### src/rtl/mem_arbiter.sv
// ---------------------------------------------------------------------------
// mem_arbiter
//
// Shares the single memory port of the LC-3b datapath between the
// instruction-fetch requester (f_*) and the data load/store requester (d_*).
// Simultaneous requests are granted round-robin. A granted access is held
// stable on mem_* until the memory acknowledges with mem_r. The winner then
// gets a one-cycle ready pulse (f_r / d_r) together with its read data.
// A watchdog forces completion of an access that is never acknowledged.
// It returns zero data in that case and sets the sticky bus_err flag.
//
// Ports
//   clk, reset              clock, synchronous active-high reset
//   f_req, f_addr           fetch request (held until f_r) and address
//   f_r, f_rdata            fetch done pulse, fetch read data (held after)
//   d_req, d_we, d_addr,    data request, byte write enables
//   d_wdata                 (00 = read), address and write data
//   d_r, d_rdata            data done pulse, data read data (held after)
//   mem_en, mem_we,         memory port request: enable, byte enables,
//   mem_addr, mem_wdata     address, write data
//   mem_rdata, mem_r        memory read data, memory acknowledge
//   bus_err                 sticky timeout flag, cleared only by reset
// ---------------------------------------------------------------------------
module mem_arbiter #(
    parameter int ADDR_W  = 16,
    parameter int DATA_W  = 16,
    parameter int TIMEOUT = 255
) (
    input  logic              clk,
    input  logic              reset,
    input  logic              f_req,
    input  logic [ADDR_W-1:0] f_addr,
    output logic              f_r,
    output logic [DATA_W-1:0] f_rdata,
    input  logic              d_req,
    input  logic [1:0]        d_we,
    input  logic [ADDR_W-1:0] d_addr,
    input  logic [DATA_W-1:0] d_wdata,
    output logic              d_r,
    output logic [DATA_W-1:0] d_rdata,
    output logic              mem_en,
    output logic [1:0]        mem_we,
    output logic [ADDR_W-1:0] mem_addr,
    output logic [DATA_W-1:0] mem_wdata,
    input  logic [DATA_W-1:0] mem_rdata,
    input  logic              mem_r,
    output logic              bus_err
);

    typedef enum logic [1:0] {
        IDLE  = 2'd0,
        GNT_F = 2'd1,
        GNT_D = 2'd2,
        DONE  = 2'd3
    } state_t;

    // last_grant encoding: 0 = fetch was served last, 1 = data was served last
    localparam logic LG_F = 1'b0;
    localparam logic LG_D = 1'b1;

    // Value of the watchdog count in the last GNT cycle still allowed to
    // complete normally; a miss there forces completion.
    localparam logic [7:0] WD_LAST = 8'(TIMEOUT - 1);

    state_t            state_q, state_nxt;
    logic              lg_q, lg_nxt;
    logic [7:0]        wd_q, wd_nxt;

    logic              mem_en_nxt;
    logic [1:0]        mem_we_nxt;
    logic [ADDR_W-1:0] mem_addr_nxt;
    logic [DATA_W-1:0] mem_wdata_nxt;
    logic              f_r_nxt, d_r_nxt;
    logic [DATA_W-1:0] f_rdata_nxt, d_rdata_nxt;
    logic              bus_err_nxt;

    logic              grant_f, grant_d;

    // Round-robin: a lone requester always wins; on a tie the requester
    // that was not served last wins.
    assign grant_f = f_req && (!d_req || (lg_q == LG_D));
    assign grant_d = d_req && (!f_req || (lg_q == LG_F));

    always_comb begin
        state_nxt     = state_q;
        lg_nxt        = lg_q;
        wd_nxt        = wd_q;
        mem_en_nxt    = mem_en;
        mem_we_nxt    = mem_we;
        mem_addr_nxt  = mem_addr;
        mem_wdata_nxt = mem_wdata;
        f_r_nxt       = 1'b0;
        d_r_nxt       = 1'b0;
        f_rdata_nxt   = f_rdata;
        d_rdata_nxt   = d_rdata;
        bus_err_nxt   = bus_err;

        unique case (state_q)
            IDLE: begin
                if (grant_f) begin
                    state_nxt     = GNT_F;
                    lg_nxt        = LG_F;
                    wd_nxt        = 8'd0;
                    mem_en_nxt    = 1'b1;
                    mem_we_nxt    = 2'b00;
                    mem_addr_nxt  = f_addr;
                    mem_wdata_nxt = '0;
                end else if (grant_d) begin
                    state_nxt     = GNT_D;
                    lg_nxt        = LG_D;
                    wd_nxt        = 8'd0;
                    mem_en_nxt    = 1'b1;
                    mem_we_nxt    = d_we;
                    mem_addr_nxt  = d_addr;
                    mem_wdata_nxt = d_wdata;
                end
            end

            // Requester inputs are not looked at here: the latched request
            // finishes even if the requester withdraws.
            GNT_F, GNT_D: begin
                if (mem_r || (wd_q == WD_LAST)) begin
                    // mem_r on the last allowed cycle still counts as a
                    // normal completion, so it is checked first.
                    state_nxt  = DONE;
                    mem_en_nxt = 1'b0;
                    mem_we_nxt = 2'b00;
                    if (!mem_r) begin
                        bus_err_nxt = 1'b1;
                    end
                    if (state_q == GNT_F) begin
                        f_r_nxt     = 1'b1;
                        f_rdata_nxt = mem_r ? mem_rdata : '0;
                    end else begin
                        d_r_nxt     = 1'b1;
                        d_rdata_nxt = mem_r ? mem_rdata : '0;
                    end
                end else begin
                    wd_nxt = wd_q + 8'd1;
                end
            end

            // One dead cycle while the requester still shows its old req;
            // the r pulse drops through the default above.
            DONE: begin
                state_nxt = IDLE;
            end

            default: begin
                state_nxt = IDLE;
            end
        endcase
    end

    always_ff @(posedge clk) begin
        if (reset) begin
            state_q   <= IDLE;
            lg_q      <= LG_D;
            wd_q      <= 8'd0;
            mem_en    <= 1'b0;
            mem_we    <= 2'b00;
            mem_addr  <= '0;
            mem_wdata <= '0;
            f_r       <= 1'b0;
            d_r       <= 1'b0;
            f_rdata   <= '0;
            d_rdata   <= '0;
            bus_err   <= 1'b0;
        end else begin
            state_q   <= state_nxt;
            lg_q      <= lg_nxt;
            wd_q      <= wd_nxt;
            mem_en    <= mem_en_nxt;
            mem_we    <= mem_we_nxt;
            mem_addr  <= mem_addr_nxt;
            mem_wdata <= mem_wdata_nxt;
            f_r       <= f_r_nxt;
            d_r       <= d_r_nxt;
            f_rdata   <= f_rdata_nxt;
            d_rdata   <= d_rdata_nxt;
            bus_err   <= bus_err_nxt;
        end
    end

endmodule

### config.mk
export PLATFORM = sky130hd
export DESIGN_NAME = mem_arbiter
export DESIGN_NICKNAME = d
export VERILOG_FILES = /design/src/rtl/mem_arbiter.sv
export SDC_FILE = /design/constraint.sdc
export NUM_CORES = 1
export LEC_CHECK = 0
export ABC_AREA = 1
export BUFFER_PORTS_ARGS = -buffer_cell sky130_fd_sc_hd__buf_2
export CORE_MARGIN = 4
export CORE_UTILIZATION = 30
export CTS_CLUSTER_DIAMETER = 30
export DETAILED_ROUTE_END_ITERATION = 10
export GPL_ROUTABILITY_DRIVEN = 0
export SETUP_SLACK_MARGIN = 0.15
export SLEW_MARGIN = 10
export SYNTH_ARGS = -nofsm -noshare
export SYNTH_HDL_FRONTEND = slang
export SYNTH_SLANG_ARGS = --single-unit
### constraint.sdc
create_clock -name clk -period 2 [get_ports clk]
set_input_delay 0.2 -clock clk [delete_from_list [all_inputs] [get_ports clk]]
set_output_delay 0.2 -clock clk [all_outputs]
set_load 0.02 [all_outputs]
Word-level counts from Yosys, hierarchy flattened --
Cells that the tools add are included.
Word-level totals: flip-flop bits (word level) 81, input bits 71, output and inout port bits 70, logic and storage cells 68
Cells by class: $add $sub $neg 1, equality and inequality tests 7, mux-type cells 24, bitwise logic cells 5, reductions and logical operators 19
Operator list (count):
- 16-bit 2-to-1 mux | 5
- 8-bit 2-to-1 mux | 3
- 8-bit one-hot mux with 2 select lines | 1
- 3-bit AND reduction | 5
- 2-bit 2-to-1 mux | 6
- 8-bit by 1-bit adder with 8-bit output (second input constant) | 1
- 8-bit == test (second input constant) | 1
- 1-bit 2-to-1 mux | 6
- 2-bit one-hot mux with 3 select lines | 1
- 1-bit NOT | 5
- 2-bit == test (second input constant) | 2
- 2-bit != test (second input constant) | 2
- 2-bit one-hot mux with 2 select lines | 1
- 2-bit AND reduction | 2
- 2-bit nonzero test | 2
- 1-bit logical OR | 3
- 3-bit != test (second input constant) | 1
- 3-bit OR reduction | 1
- 2-bit by 1-bit == test with 1-bit output (second input constant) | 1
- 1-bit logical AND | 2
- 1-bit zero test | 2
- 2-bit zero test | 1
- 1-bit one-hot mux with 2 select lines | 1
- 2-bit OR reduction | 1

Longest topological paths before layout --
Gate-level depths: netlist of the first run.
word-level depth 6, mapped depth 12

Worst setup path after synthesis of the first run --
Ideal clock, no wire load.
kind reg-to-reg, start point register state_q[0], end point register wd_q[6], library setup time 0.113 ns, arrival time 1.367 ns, setup slack 0.520 ns, cell stages (with the launch flop) 11, path buffers 0, clock period less this slack 1.480 ns, cell sequence dfxtp_1 -> inv_1 -> ha_1 -> inv_2 -> nor2_1 -> nand2_1 -> nand2_1 -> nand2_2 -> inv_2 -> o21ai_1 -> nor2_1
Between the ends: word-level cells in the longest chain between the ends 4
Ends and longest elaborated chain:
- from (decl) | line 65 | state_t state_q, state_nxt;
- from (signal assigned) | line 170 | state_q <= state_nxt;
- 2-bit by 1-bit == test with 1-bit output or 2-bit == test (tied branches) | line 98 | unique case (state_q)
- 2-bit OR reduction | line 98
- 2-bit != test (no line) or 2-bit nonzero test (tied branches)
- 3-bit AND reduction (no line)
- to (signal assigned) | line 172 | wd_q <= wd_nxt;
- to (decl) | line 67 | logic [7:0] wd_q, wd_nxt;
Several ways; a longest one is shown, not always the timed one. A chain may end at the register's enable or synchronous reset.

Final worst setup path of the first run --
start point register wd_q[0], end point register f_rdata[8]
Between the ends: word-level cells in the longest chain between the ends 3
Ends and longest elaborated chain:
- 8-bit == test | line 122 | if (mem_r || (wd_q == WD_LAST)) begin
- 1-bit logical OR | line 122
- 3-bit AND reduction (no line)
- to (signal assigned) | line 179 | f_rdata <= f_rdata_nxt;
- to (decl) | line 34 | output logic [DATA_W-1:0] f_rdata,
No other way between the ends.

==> impl_metrics.sql, run 1 <==
INSERT INTO impl_metrics (metric_group, metric, value, unit) VALUES
('run_status', 'outcome', 'finished clean', ''),
('sta', 'timing.final.crit_share', '0.8537', ''),
('cts', 'cts.repair_timing.setup_buffer_count', '0', ''),
('final_layout', 'final_layout_size_suffix_gt1_frac', '0.3294', ''),
('route', 'vias_per_cell', '4.583', ''),
('final_layout', 'num_antenna_cells', '0', ''),
('logic_synthesis', 'post_synth_and_or_nand_nor_area_fraction', '0.2485', ''),
('global_routing', 'grt_usage', '0.1441', ''),
('critical_path', 'crit_path_frequent_cell', 'inv_1', ''),
('critical_path', 'crit_path_start_kind', 'flip-flop', ''),
('final_layout', 'postLayoutCoreUtil', '0.4009', ''),
('logic_synthesis', 'postSynth.topFlopCell', 'dfxtp_1', ''),
('route', 'routed_wirelength', '9.708', 'mm'),
('route', 'routedWlPerCell', '13.10', 'um'),
('pwr', 'worst_ir_drop_vdd', '0.7001', 'mV'),
('sta', 'max_slew.worst_pin.slew', '0.5290', 'ns'),
('critical_path', 'worstPathArrival', '1.92', 'ns'),
('cts', 'cts_root_buffer', 'clkbuf_16', ''),
('cts', 'cts_hold_bufs', '0', ''),
('critical_path', 'crit_path_max_fanout', '28', ''),
('route', 'drt.antenna.violating_nets', '0', ''),
('logic_synthesis', 'synth_async_sr_flop_share', '0', ''),
('critical_path', 'timing.reg2reg.setup_slack', '0.29', 'ns'),
('sta', 'timing.slew.headroom', '0.6473', ''),
('route', 'number_of_design_rule_violations_left_by_the_first_detailed_router_iteration', '109', ''),
('logic_synthesis', 'post_synth.cell_area_avg', '7.614', 'sq um'),
('hold_path', 'worst_min_path_class', 'input pin to flip-flop', ''),
('critical_path', 'critical_path.endpoint_type', 'flip-flop', ''),
('route', 'drt-pass1-iter-count', '4', ''),
('critical_path', 'critical-path-max-stage-delay', '0.34', 'ns'),
('logic_synthesis', 'synth_fa_ha_area_frac', '0.01790', ''),
('die', 'std_cell_rows', '39', ''),
('critical_path', 'crit_path_top_delay_cell', 'dfxtp_1', ''),
('sta', 'report.final.setup_viol', '0', ''),
('cts', 'cts_htree_levels', '3', ''),
('final_layout', 'mostFrequentLayoutCells', 'buf_2 (140), nand2_1 (126), dfxtp_1 (81)', ''),
('sta', 'clock-skew-final', '0.008720', 'ns'),
('cts', 'clk_pin_slew', '0.06', 'ns'),
('sta', 'hold_viol_final', '0', ''),
('logic_synthesis', 'postSynthNetCount', '535', ''),
('sta', 'grt_setup_unrepaired', 'yes', ''),
('cts', 'clock-sinks', '81', ''),
('route', 'drc', '0', ''),
('cts', 'clk_latency', '0.34', 'ns'),
('hold_path', 'hold_start', 'd_wdata[1]', ''),
('critical_path', 'r2r_cells', '9', ''),
('sta', 'timing.final.max_slew_violations', '0', ''),
('logic_synthesis', 'synth-compound-area-share', '0.1862', ''),
('final_layout', 'flow.area_growth_from_synthesis', '31.01', '%'),
('die', 'floorplan.core_area', '11420', 'sq um'),
('critical_path', 'critical_path_class', 'flip-flop to flip-flop', ''),
('logic_synthesis', 'unique_masters_post_synth', '30', ''),
('logic_synthesis', 'synth-edff-count', '0', ''),
('critical_path', 'worstReg2RegStart', 'wd_q[0]', ''),
('placed_design', 'place.port_buffers', '140', ''),
('final_layout', 'finish.instance_area', '4578', 'sq um'),
('die', 'initial_core_util', '0.3060', ''),
('die', 'io_pins', '141', ''),
('logic_synthesis', 'synth_seq_area_share', '0.4640', ''),
('logic_synthesis', 'largest_family_of_logic_cells_by_synthesized_area', 'simple AND/OR/NAND/NOR gates', ''),
('hold_path', 'hold_path_end', 'mem_wdata[1]', ''),
('critical_path', 'cp_cell_sequence', 'inv_1, ha_1, inv_1, nor2_1, nand2_4, nand2_8, nand3_4, o21ai_0, a21oi_1', ''),
('logic_synthesis', 'ys_warn_count', '0', ''),
('logic_synthesis', 'post_synth_xor_area_fraction', '0', ''),
('cts', 'clock_tree_from_tritoncts', 'built', ''),
('pwr', 'powerDensity', '1301', 'nW/um^2'),
('placed_design', 'post_dp_hpwl', '7.085', 'mm'),
('final_layout', 'nets', '671', ''),
('cts', 'cts_buffer_depth', '2', ''),
('sta', 'final.min_clock_period', '1.707', 'ns'),
('logic_synthesis', 'synth.ff_latch_count', '81', '');
[through the flow]
| step | hold slack [ns] | worst slack, ns | cells |
|---|---|---|---|
| after global routing | 0.1019 | 0.1437 | 741 |
| after CTS | 0.1006 | 0.2728 | 741 |
| after floorplan | 0.3430 | 0.5200 | 459 |
| after detailed placement | 0.4322 | 0.2850 | 727 |
| final | 0.1072 | 0.2925 | 741 |
| after global placement | 0.4306 | 0.3637 | 727 |
[area by class of cell]
type                       count  area, sq um
fill                        1205         6840
inverter                      44        167.7
clock inverter                 1        5.005
clock buffer                  13        240.2
sequential                    81         1622
multi-input combinational    309         1589
tap                          143        178.9
timing repair buffer         150        775.7
[kinds of logic after synthesis]
group	count (synthesis)
AO/OA/AOI/OAI	116
adder cells (fa/ha/maj)	5
buffers and inverters	69
flip-flops	81
AND/OR/NAND/NOR	188
[worst max-delay path: cells and delay by family, from the launching register on]
kind | cells | cell delay, ns
AOI/OAI and AO/OA | 2 | 0.33
and+or+nand+nor | 4 | 0.63
DFF | 1 | 0.34
buffers and inverters | 2 | 0.13
adders and majority gates | 1 | 0.14
[cells in the mapped netlist, types with 2 or more instances]
cell,instances,area share
a21oi_2,10,0.025
ha_1,5,0.018
nor2_4,2,0.0064
inv_2,5,0.0054
nand4_1,7,0.013
nand2_1,126,0.14
a21oi_1,49,0.070
buf_2,10,0.014
nand3_1,8,0.011
nor2_1,22,0.024
o21bai_1,3,0.0064
o21ai_0,29,0.042
clkbuf_1,12,0.013
nand2_4,2,0.0064
nand2_2,13,0.023
dfxtp_1,81,0.46
inv_1,39,0.042
a31oi_1,16,0.029
nor3_1,2,0.0029
nor3b_1,2,0.0043
o21ai_1,7,0.010
[state kept, by name, indices dropped and copies added, names as in the netlist]
name       cells
d_rdata       16
f_rdata       16
mem_addr      16
mem_wdata     16
wd_q           8
mem_we         2
state_q        2
bus_err        1
d_r            1
f_r            1
lg_q           1
mem_en         1
[power by group]
part / internal (mW) / switching (mW) / total, mW / leakage [nW]
registers: 1.98 / 0.188 / 2.17 / 0.662
logic: 0.767 / 1.59 / 2.35 / 1.40
clock network: 0.826 / 0.608 / 1.43 / 0.120
[worst max-delay path by stage]
stage                     slack, ns  cells after the start    endpoint  startpoint
after global routing           0.14                      9  f_rdata[5]     wd_q[0]
final                          0.29                      9  f_rdata[8]     wd_q[0]
after floorplan                0.52                     10     wd_q[6]  state_q[0]
after detailed placement       0.28                     10     wd_q[0]  state_q[0]
after global placement         0.36                     10     wd_q[2]  state_q[0]
after CTS                      0.27                     10     wd_q[0]  state_q[0]
[routing by layer]
| metal | track usage | routed length, um |
|---|---|---|
| met5 | 0 | 0 |
| met2 | 0.2263 | 4486 |
| met4 | 0.05491 | 142 |
| met3 | 0.04804 | 696 |
| met1 | 0.1837 | 4383 |
(Power assumes the default switching activity.)
==> run 2, diff against run 1 <==
CTS_BUF_LIST = sky130_fd_sc_hd__clkbuf_4 sky130_fd_sc_hd__clkbuf_8   (was default)
==> run 2 against run 1 <==
Combinational power barely moved. Via count rose by 0.68%. Final area down 1.9%. Clock power down 27%. Worst setup slack improved by 0.014 ns. Sequential power about the same. Sequential cell count unchanged.
==> impl_metrics.sql, run 2 (synthesized netlist as in run 1, its figures left out) <==
INSERT INTO impl_metrics (metric_group, metric, value, unit) VALUES
('global_routing', 'grt_start_max_net_pins', '43', ''),
('critical_path', 'critical_path_class', 'flip-flop to flip-flop', ''),
('critical_path', 'crit_buf_inv', '2', ''),
('cts', 'cts_buffer_depth', '2', ''),
('cts', 'cts-buffers-inserted', '9', ''),
('final_layout', 'flow.area_growth_from_synthesis', '28.54', '%'),
('critical_path', 'critical_path.endpoint_type', 'flip-flop', ''),
('cts', 'cts_htree_levels', '3', ''),
('pwr', 'power.share.sequential', '0.389', ''),
('critical_path', 'timing.reg2reg.setup_slack', '0.31', 'ns'),
('cts', 'cts_hold_bufs', '0', ''),
('cts', 'clk_latency', '0.35', 'ns'),
('critical_path', 'crit_path_top_delay_cell', 'dfxtp_1', ''),
('sta', 'timing.final.max_slew_violations', '0', ''),
('critical_path', 'r2r_cells', '9', ''),
('cts', 'clk_pin_slew', '0.08', 'ns'),
('critical_path', 'crit_path_start_kind', 'flip-flop', ''),
('critical_path', 'timing.critical_path.from', 'wd_q[0]', ''),
('die', 'io_pins', '141', ''),
('route', 'vias', '3419', ''),
('die', 'initial_core_util', '0.3060', ''),
('pwr', 'power.internal', '3.234', 'mW'),
('pwr', 'power', '5.560', 'mW'),
('sta', 'fin_tns_setup', '0', 'ns'),
('hold_path', 'hold_start', 'd_wdata[0]', ''),
('pwr', 'comb_power_share', '0.424', ''),
('pwr', 'power_share_of_the_clock_group', '0.187', ''),
('critical_path', 'worstPathRequired', '2.23', 'ns'),
('critical_path', 'cp_cell_sequence', 'inv_1, ha_1, inv_1, nor2_1, nand2_4, nand2_8, nand3_4, o21ai_0, a21oi_1', ''),
('sta', 'grt_setup_unrepaired', 'yes', ''),
('hold_path', 'worst_min_path_class', 'input pin to flip-flop', ''),
('route', 'number_of_design_rule_violations_left_by_the_first_detailed_router_iteration', '98', ''),
('global_routing', 'grt_first_pass_wirelength', '15.32', 'mm'),
('global_routing', 'grt_pass1_vias', '3221', ''),
('placed_design', 'place.port_buffers', '140', ''),
('pwr', 'net-switching-power', '2.326', 'mW'),
('job', 'maxCapViolations', '0', ''),
('route', 'drc', '0', ''),
('die', 'floorplan.core_area', '11420', 'sq um'),
('run_status', 'outcome', 'finished clean', ''),
('route', 'routedWlPerCell', '13.10', 'um'),
('pwr', 'power.static_leakage', '2.148', 'nW'),
('route', 'vias_per_cell', '4.614', ''),
('critical_path', 'crit_path_frequent_cell', 'inv_1', ''),
('hold_path', 'worstHoldPathCells', '3', ''),
('die', 'std_cell_rows', '39', ''),
('cts', 'cts_root_buffer', 'clkbuf_8', ''),
('critical_path', 'critical-path-top-delay-family', 'simple AND/OR/NAND/NOR gates', ''),
('pwr', 'power_switching_share', '0.4184', ''),
('sta', 'report.final.setup_viol', '0', ''),
('critical_path', 'crit_path_max_fanout', '28', ''),
('die', 'die_area', '13440', 'sq um'),
('critical_path', 'worstReg2RegStart', 'wd_q[0]', ''),
('sta', 'timing.final.crit_share', '0.8468', ''),
('route', 'drt.antenna.violating_nets', '0', ''),
('final_layout', 'num_antenna_cells', '0', ''),
('sta', 'clock-skew-final', '0.007743', 'ns'),
('final_layout', 'nets', '671', ''),
('die', 'chipHeight', '115.9', 'um'),
('pwr', 'powerDensity', '1238', 'nW/um^2'),
('final_layout', 'mostFrequentLayoutCells', 'buf_2 (140), nand2_1 (126), dfxtp_1 (81)', ''),
('global_routing', 'antenna_found_initial', '0', ''),
('placed_design', 'dpl.cell_count', '727', ''),
('pwr', 'worst_ir_drop_vdd', '0.4438', 'mV'),
('final_layout', 'layout.cells.non_filler', '741', ''),
('sta', 'fmaxAchievable', '590.5', 'MHz'),
('sta', 'timing.slew.headroom', '0.6400', ''),
('die', 'die_w', '115.9', 'um'),
('hold_path', 'hold_path_end', 'mem_wdata[0]', ''),
('critical_path', 'worstPathArrival', '1.92', 'ns'),
('global_routing', 'grt_usage', '0.1441', ''),
('critical_path', 'critical-path-max-stage-delay', '0.35', 'ns'),
('sta', 'worst_hold_slack', '0.08752', 'ns'),
('final_layout', 'final_layout_size_suffix_gt1_frac', '0.3361', ''),
('final_layout', 'final_common_cell', 'buf_2', ''),
('cts', 'clock_tree_from_tritoncts', 'built', ''),
('sta', 'final.min_clock_period', '1.694', 'ns'),
('global_routing', 'gr-total-overflow', '0', ''),
('sta', 'hold_viol_final', '0', ''),
('sta', 'max_slew.worst_pin.slew', '0.5401', 'ns'),
('placed_design', 'post_dp_hpwl', '7.085', 'mm'),
('route', 'routed_wirelength', '9.705', 'mm'),
('route', 'drt-pass1-iter-count', '4', ''),
('critical_path', 'reg2reg_to', 'f_rdata[8]', ''),
('cts', 'clock-sinks', '81', '');
==> run 2: cell types whose count changed in the layout (fill, tap and decap cells not counted) <==
cell,delta
clkbuf_16,-9
clkbuf_8,+9
clkbuf_1,-4
clkbuf_4,+4
==> run 2: power groups by stage <==
| stage | Clock, mW | Sequential, mW | Combinational (mW) |
|---|---|---|---|
| 2_1_floorplan | 0 | 2.56 | 1.25 |
| 3_3_place_gp | 0 | 2.18 | 2.31 |
| 3_5_place_dp | 0 | 2.20 | 2.35 |
| 4_1_cts | 1.09 | 2.17 | 2.35 |
| 5_1_grt | 1.15 | 2.21 | 2.64 |
| 6_report | 1.04 | 2.16 | 2.36 |
==> run 2: worst max path at each step <==
stage / end / slack, ns / cells after the start
floorplan: wd_q[6] / 0.52 / 10
global placement: wd_q[2] / 0.36 / 10
detailed placement: wd_q[0] / 0.28 / 10
CTS: wd_q[0] / 0.27 / 10
global route: f_rdata[5] / 0.14 / 9
finish: f_rdata[8] / 0.31 / 9
==> run 2: final cells by class <==
type                    instances  area, sq um
clock buffers                  13        153.9
clock inverters                 1        5.005
fillers                      1211         6927
inverters                      44        167.7
multi-input cells             309         1589
flip-flops and latches         81         1622
well taps                     143        178.9
repair buffers                150        775.7
==> run 2: repair_timing <==
item / in CTS / in global routing
gates resized for setup: 0 / 3
setup endpoints to repair: 0 / 8
buffers inserted: 0 / 0
==> run 2: stage by stage <==
stage          area [sq um]  setup WS, ns    util
4_1_cts                4482        0.2655  0.3925
2_1_floorplan          3495        0.5200       -
5_1_grt                4492        0.1450  0.3934
3_3_place_gp           4323        0.3637  0.3786
3_5_place_dp           4323        0.2850  0.3786
6_report               4492        0.3064  0.3934
==> run 2: worst min-delay path, delay by kind of cell <==
kind,cells,cell delay [ns]
buf+inv,1,0.09
simple gates,1,0.05
compound gates,1,0.05
==> run 2: per-layer routing <==
layer	vias up	wire length (um)	global-route usage
met2	99	4470	0.2236
li1	1754	-	-
met3	14	624	0.05117
met1	1552	4453	0.1833
met4	0	158	0.05646
met5	-	0	0
